===== src/rtl/debug_pkg.sv =====
// Shared command codes and state encodings for the single-step debug controller.
// Command bytes are ASCII so they can be typed from any serial terminal.
package debug_pkg;

   localparam logic [7:0] CMD_PULSE   = 8'h70;  // 'p'
   localparam logic [7:0] CMD_STEP    = 8'h73;  // 's'
   localparam logic [7:0] CMD_COUNT   = 8'h6E;  // 'n'
   localparam logic [7:0] CMD_ABORT   = 8'h78;  // 'x'
   localparam logic [7:0] CMD_CLR_ERR = 8'h65;  // 'e'

   typedef enum logic [1:0] {
      ST_IDLE  = 2'd0,
      ST_ARM_N = 2'd1,
      ST_STEP  = 2'd2
   } state_t;

   typedef enum logic [1:0] {
      RX_IDLE  = 2'd0,
      RX_START = 2'd1,
      RX_DATA  = 2'd2,
      RX_STOP  = 2'd3
   } rx_state_t;

endpackage


===== src/rtl/uart_rx.sv =====
// 8N1 UART receiver with a one-clk data_valid strobe; deliberately has no reset.
// A start bit that is not still low at mid-bit is treated as a glitch, so the block self-recovers.
module uart_rx
   import debug_pkg::*;
#(
   parameter int CLKS_PER_BIT = 16
) (
   input  logic       clk,
   input  logic       rx,
   output logic [7:0] data,
   output logic       data_valid
);

   localparam int CW = (CLKS_PER_BIT > 2) ? $clog2(CLKS_PER_BIT) : 2;
   localparam logic [CW-1:0] TICK_LAST = CW'(CLKS_PER_BIT - 1);
   localparam logic [CW-1:0] TICK_HALF = CW'(CLKS_PER_BIT / 2 - 1);

   logic [1:0]    rx_meta;
   logic          rx_s;
   rx_state_t     rx_state;
   logic [CW-1:0] tick;
   logic [2:0]    bit_idx;
   logic [7:0]    shift;

   assign rx_s = rx_meta[1];

   always_ff @(posedge clk) begin
      rx_meta    <= {rx_meta[0], rx};
      data_valid <= 1'b0;
      case (rx_state)
         RX_IDLE: begin
            tick <= '0;
            if (!rx_s) rx_state <= RX_START;
         end
         RX_START: begin
            if (tick == TICK_HALF) begin
               tick     <= '0;
               bit_idx  <= 3'd0;
               rx_state <= rx_s ? RX_IDLE : RX_DATA;
            end else begin
               tick <= tick + 1'b1;
            end
         end
         RX_DATA: begin
            if (tick == TICK_LAST) begin
               tick    <= '0;
               shift   <= {rx_s, shift[7:1]};
               bit_idx <= bit_idx + 3'd1;
               if (bit_idx == 3'd7) rx_state <= RX_STOP;
            end else begin
               tick <= tick + 1'b1;
            end
         end
         RX_STOP: begin
            if (tick == TICK_LAST) begin
               tick     <= '0;
               rx_state <= RX_IDLE;
               if (rx_s) begin
                  data       <= shift;
                  data_valid <= 1'b1;
               end
            end else begin
               tick <= tick + 1'b1;
            end
         end
         default: rx_state <= RX_IDLE;
      endcase
   end

endmodule


===== src/rtl/debug_step_ctrl.sv =====
// UART-commanded halt/resume pulser that can run the target for N Game Boy clock edges.
// trigger, busy and err are registered; trigger is never high on two consecutive clks.
module debug_step_ctrl
   import debug_pkg::*;
#(
   parameter int CNT_W         = 8,
   parameter int DEFAULT_STEPS = 4,
   parameter int SYNC_STAGES   = 2,
   parameter int CLKS_PER_BIT  = 16
) (
   input  logic clk,
   input  logic rst_n,
   input  logic rx,
   input  logic halt,
   input  logic gb_clk,
   output logic trigger,
   output logic busy,
   output logic err
);

   localparam logic [CNT_W-1:0] STEPS_RST = CNT_W'(DEFAULT_STEPS);
   localparam logic [CNT_W-1:0] ONE       = CNT_W'(1);

   logic [7:0]             rx_data;
   logic                   rx_valid;
   logic [SYNC_STAGES-1:0] gb_sync;
   logic                   gb_prev;
   logic                   edge_stb;
   state_t                 state;
   logic [CNT_W-1:0]       cnt;
   logic [CNT_W-1:0]       step_reg;
   logic [CNT_W-1:0]       new_steps;
   logic                   at_zero;

   uart_rx #(
      .CLKS_PER_BIT(CLKS_PER_BIT)
   ) u_uart_rx (
      .clk       (clk),
      .rx        (rx),
      .data      (rx_data),
      .data_valid(rx_valid)
   );

   always_ff @(posedge clk) begin
      if (!rst_n) begin
         gb_sync <= '0;
         gb_prev <= 1'b0;
      end else begin
         gb_sync <= {gb_sync[SYNC_STAGES-2:0], gb_clk};
         gb_prev <= gb_sync[SYNC_STAGES-1];
      end
   end

   assign edge_stb  = gb_sync[SYNC_STAGES-1] & ~gb_prev;
   assign new_steps = (CNT_W'(rx_data) == '0) ? ONE : CNT_W'(rx_data);
   // A count that hits zero while the entry pulse is still high is held at zero
   // and completed one clk later, keeping trigger pulses apart.
   assign at_zero   = (cnt == '0) || (edge_stb && (cnt == ONE));

   always_ff @(posedge clk) begin
      if (!rst_n) begin
         state    <= ST_IDLE;
         cnt      <= '0;
         step_reg <= STEPS_RST;
         trigger  <= 1'b0;
         busy     <= 1'b0;
         err      <= 1'b0;
      end else begin
         trigger <= 1'b0;
         case (state)
            ST_IDLE: begin
               if (rx_valid) begin
                  case (rx_data)
                     CMD_PULSE: begin
                        if (trigger) err <= 1'b1;
                        else         trigger <= 1'b1;
                     end
                     CMD_STEP: begin
                        if (!halt || trigger) begin
                           err <= 1'b1;
                        end else begin
                           trigger <= 1'b1;
                           cnt     <= step_reg;
                           state   <= ST_STEP;
                           busy    <= 1'b1;
                        end
                     end
                     CMD_COUNT: begin
                        state <= ST_ARM_N;
                        busy  <= 1'b1;
                     end
                     CMD_CLR_ERR: err <= 1'b0;
                     default: ;
                  endcase
               end
            end
            ST_ARM_N: begin
               if (rx_valid) begin
                  state <= ST_IDLE;
                  busy  <= 1'b0;
                  if (rx_data != CMD_ABORT) step_reg <= new_steps;
               end
            end
            ST_STEP: begin
               if (at_zero) begin
                  if (rx_valid) err <= 1'b1;
                  if (trigger) begin
                     cnt <= '0;
                  end else begin
                     trigger <= 1'b1;
                     cnt     <= '0;
                     state   <= ST_IDLE;
                     busy    <= 1'b0;
                  end
               end else begin
                  if (edge_stb) cnt <= cnt - ONE;
                  if (rx_valid) begin
                     case (rx_data)
                        CMD_PULSE: begin
                           if (trigger) begin
                              err <= 1'b1;
                           end else begin
                              trigger <= 1'b1;
                              cnt     <= '0;
                              state   <= ST_IDLE;
                              busy    <= 1'b0;
                           end
                        end
                        CMD_ABORT: begin
                           cnt   <= '0;
                           state <= ST_IDLE;
                           busy  <= 1'b0;
                        end
                        CMD_CLR_ERR: err <= 1'b0;
                        default:     err <= 1'b1;
                     endcase
                  end
               end
            end
            default: begin
               state <= ST_IDLE;
               busy  <= 1'b0;
            end
         endcase
      end
   end

endmodule


===== config.mk =====
export PLATFORM = sky130hd
export DESIGN_NAME = debug_step_ctrl
export DESIGN_NICKNAME = d
export VERILOG_FILES = /design/src/rtl/debug_pkg.sv /design/src/rtl/uart_rx.sv /design/src/rtl/debug_step_ctrl.sv
export SDC_FILE = /design/constraint.sdc
export NUM_CORES = 1
export LEC_CHECK = 0
export BUFFER_PORTS_ARGS = -buffer_cell sky130_fd_sc_hd__buf_2
export CORE_AREA = 5 5 107 109
export DETAILED_ROUTE_END_ITERATION = 12
export DIE_AREA = 0 0 112 114
export GPL_ROUTABILITY_DRIVEN = 0
export PLACE_DENSITY = 0.38
export SLEW_MARGIN = 0
export SYNTH_ARGS = -nofsm -noshare
export SYNTH_HDL_FRONTEND = slang
export SYNTH_SLANG_ARGS = --single-unit

===== constraint.sdc =====
create_clock -name clk -period 1.7 [get_ports clk]
set_input_delay 0.17 -clock clk [delete_from_list [all_inputs] [get_ports clk]]
set_output_delay 0.17 -clock clk [all_outputs]
set_load 0.03 [all_outputs]

==> results.json <==
{
  "status": "complete, but fails checks",
  "violations": "setup timing",
  "period_minus_slack_ps": 1790,
  "final_cell_count_no_fill": 433,
  "dieArea_mm2": 0.0128,
  "route.detailed.drc": 0,
  "viasPerCell": 4.55,
  "power_density_mw_per_mm2": 619,
  "path_max_fanout": 7,
  "setup_violations": 17,
  "skew_ps": 5.80,
  "grt_pass1_wl_um": 10000,
  "dr_total_vias": 1969,
  "clk_path_buf_depth": 2,
  "p_total_mw": 2.10,
  "synth_edf_count": 21,
  "layout_commonest_cell": "buf_4",
  "max_freq_ghz": 0.557,
  "path_cells": "inv_4 > ha_4 > and3b_1 > o211a_1 > a211o_4 > o31ai_1 > a32o_1",
  "synth_top_family_by_area": "simple AND/OR/NAND/NOR gates",
  "first_iter_violations": 51,
  "maxSlewHeadroom": 0.718,
  "area_delta_synth_final_pct": 34.4,
  "fin_ws_ps": -94.0,
  "ir_drop_mv": 0.308,
  "syn_nets": 250,
  "clockRootBuffer": "clkbuf_8",
  "grt_usage": 0.0945,
  "cp_slowest_stage_delay_ps": 370,
  "synth_ff_type": "dfxtp_1",
  "synthArstFlopShare": 0,
  "grt-ovfl-total": 0,
  "layout_common_cells": "buf_4 (48), dfxtp_1 (28), edfxtp_1 (21)",
  "antenna_found_initial": 0,
  "wl_per_cell_um": 13.9,
  "grt_start_max_net_pins": 25,
  "port_buffers": 7,
  "end_kind": "register",
  "finalCritPeriodShare": 1.06,
  "hold_viol": 0,
  "n_antenna_cell": 0,
  "path_delay_family": "compound AO/OA/AOI/OAI gates",
  "drive_above_1_share": 0.386,
  "cts.sinks": 52,
  "htree_levels": 2,
  "synth_cell_type_count": 59,
  "synthSimpleGateAreaFrac": 0.229,
  "crit_type": "register to register",
  "synthesis.area_mm2": 0.00252,
  "worstSkewPairLatency_ps": 310,
  "setup_tns_ps": -815,
  "worstPathArrival_ps": 2050,
  "worst_slew_pin_slew_ps": 423,
  "place_ws_ps": -122,
  "maxCapViolCount": 0,
  "ys_warn_count": 0,
  "critPathSlowestCell": "dfxtp_2",
  "start_util": 0.240,
  "cp.buffers_inverters": 1,
  "grt_pass1_vias": 2036,
  "cts_buffers": 5,
  "cp_data_required_time_ps": 1960,
  "startpoint_type": "register",
  "final_antenna_net_count": 0,
  "io_pins": 8,
  "dp.cells": 412,
  "p_leak_nw": 1.24,
  "synth_mux_area_frac": 0.0278,
  "synth_fa_ha_area_frac": 0.0497,
  "fp.coreArea_mm2": 0.0105,
  "firstDrtPassIters": 4,
  "avgSynthCellArea_um2": 10.7,
  "synth_cells": 235,
  "yosysSeqAreaShare": 0.497,
  "rows": 38,
  "clk_pin_slew_ps": 110,
  "ys_ff_latch": 52,
  "totalWireLength_um": 6010,
  "final_net_count": 307,
  "dieHeight_um": 114,
  "die_w_um": 112,
  "place_hpwl_um": 4210,
  "rsz0062_at_grt": "true",
  "synth-xor-area-share": 0.00696,
  "cts_tree": "done",
  "whs_ps": 66.9,
  "synth_compound_area_frac": 0.151,
  "slew_violations": 0,
  "min_path_type": "input pin to register"
}
-- routing by layer --
layer	up-vias	part of all wire	track usage
met5	-	0	0
met2	27	0.48	0.161
li1	984	-	-
met4	0	0.010	0.0216
met1	950	0.48	0.122
met3	8	0.033	0.0223
-- repair_timing --
item                                   in CTS  in global routing
pin swaps                                   7                 29
hold buffers                                1                  0
endpoints found under the hold margin       1                  0
cloned                                      1                  0
gates resized for setup                     9                 46
buffers inserted                            4                  8
setup endpoints to repair                  17                 24
-- power by group --
group / internal, mW / total (mW) / switching, mW / leakage [nW]
sequential: 1.29 / 1.29 / 0.00343 / 0.438
clock: 0.304 / 0.763 / 0.459 / 0.0463
combinational: 0.0181 / 0.0384 / 0.0204 / 0.753
-- through the flow --
step	util	instance area, µm²
after detailed placement	0.283	2970
final	0.322	3380
after global placement	0.283	2970
after global routing	0.322	3380
after CTS	0.301	3160
after floorplan	-	2520
-- cells by family (layout without fill, tap and decap cells) --
family	count (synthesis)	in the layout
AO/OA/AOI/OAI	53	54
adder cells (fa/ha/maj)	10	10
XOR/XNOR	2	2
multiplexers	7	7
buffers and inverters	16	73
AND/OR/NAND/NOR	95	95
flip-flops	52	52
-- worst paths after layout --
check / startpoint / endpoint / slack, ps / cells past startpoint
max: cnt[1] / cnt[3] / -90 / 7
max reg2reg: cnt[1] / cnt[3] / -90 / 7
min: gb_clk / gb_sync[0] / 70 / 2
min reg2reg: u_uart_rx.rx_meta[0] / u_uart_rx.rx_meta[1] / 340 / 0
-- area by class of cell --
class	instances	area [µm²]
fillers	1089	7120
multi-input cells	168	1390
flip-flops and latches	52	1250
repair buffers	59	448
well taps	140	175
clock buffers	5	68.8
clock inverters	3	27.5
inverters	6	25.0
-- worst register-to-register path, delay by kind of cell (launching register included) --
family,cells,cell delay (ps)
flip-flops,1,370
AND/OR/NAND/NOR,1,170
AO/OA/AOI/OAI,4,1020
adder cells (fa/ha/maj),1,150
buffers and inverters,1,50
-- cells in the mapped netlist, types with 3 or more instances --
cell type,instances,area (µm²)
nand3_1,6,30.0
o21ai_0,16,80.1
ha_1,10,125
dfxtp_1,31,621
nor3_1,6,30.0
and2_1,8,50.1
edfxtp_1,21,631
o211ai_1,3,22.5
mux2i_1,7,70.1
nand2_1,17,63.8
nor2b_1,11,68.8
inv_1,6,22.5
nor3b_1,4,30.0
buf_2,4,20.0
a21oi_1,4,20.0
nor2_1,14,52.6
o211a_1,3,30.0
a31oi_1,4,25.0
a21boi_0,3,22.5
a32o_1,5,50.1
nand2b_1,4,25.0
(Power assumes the default switching activity.)
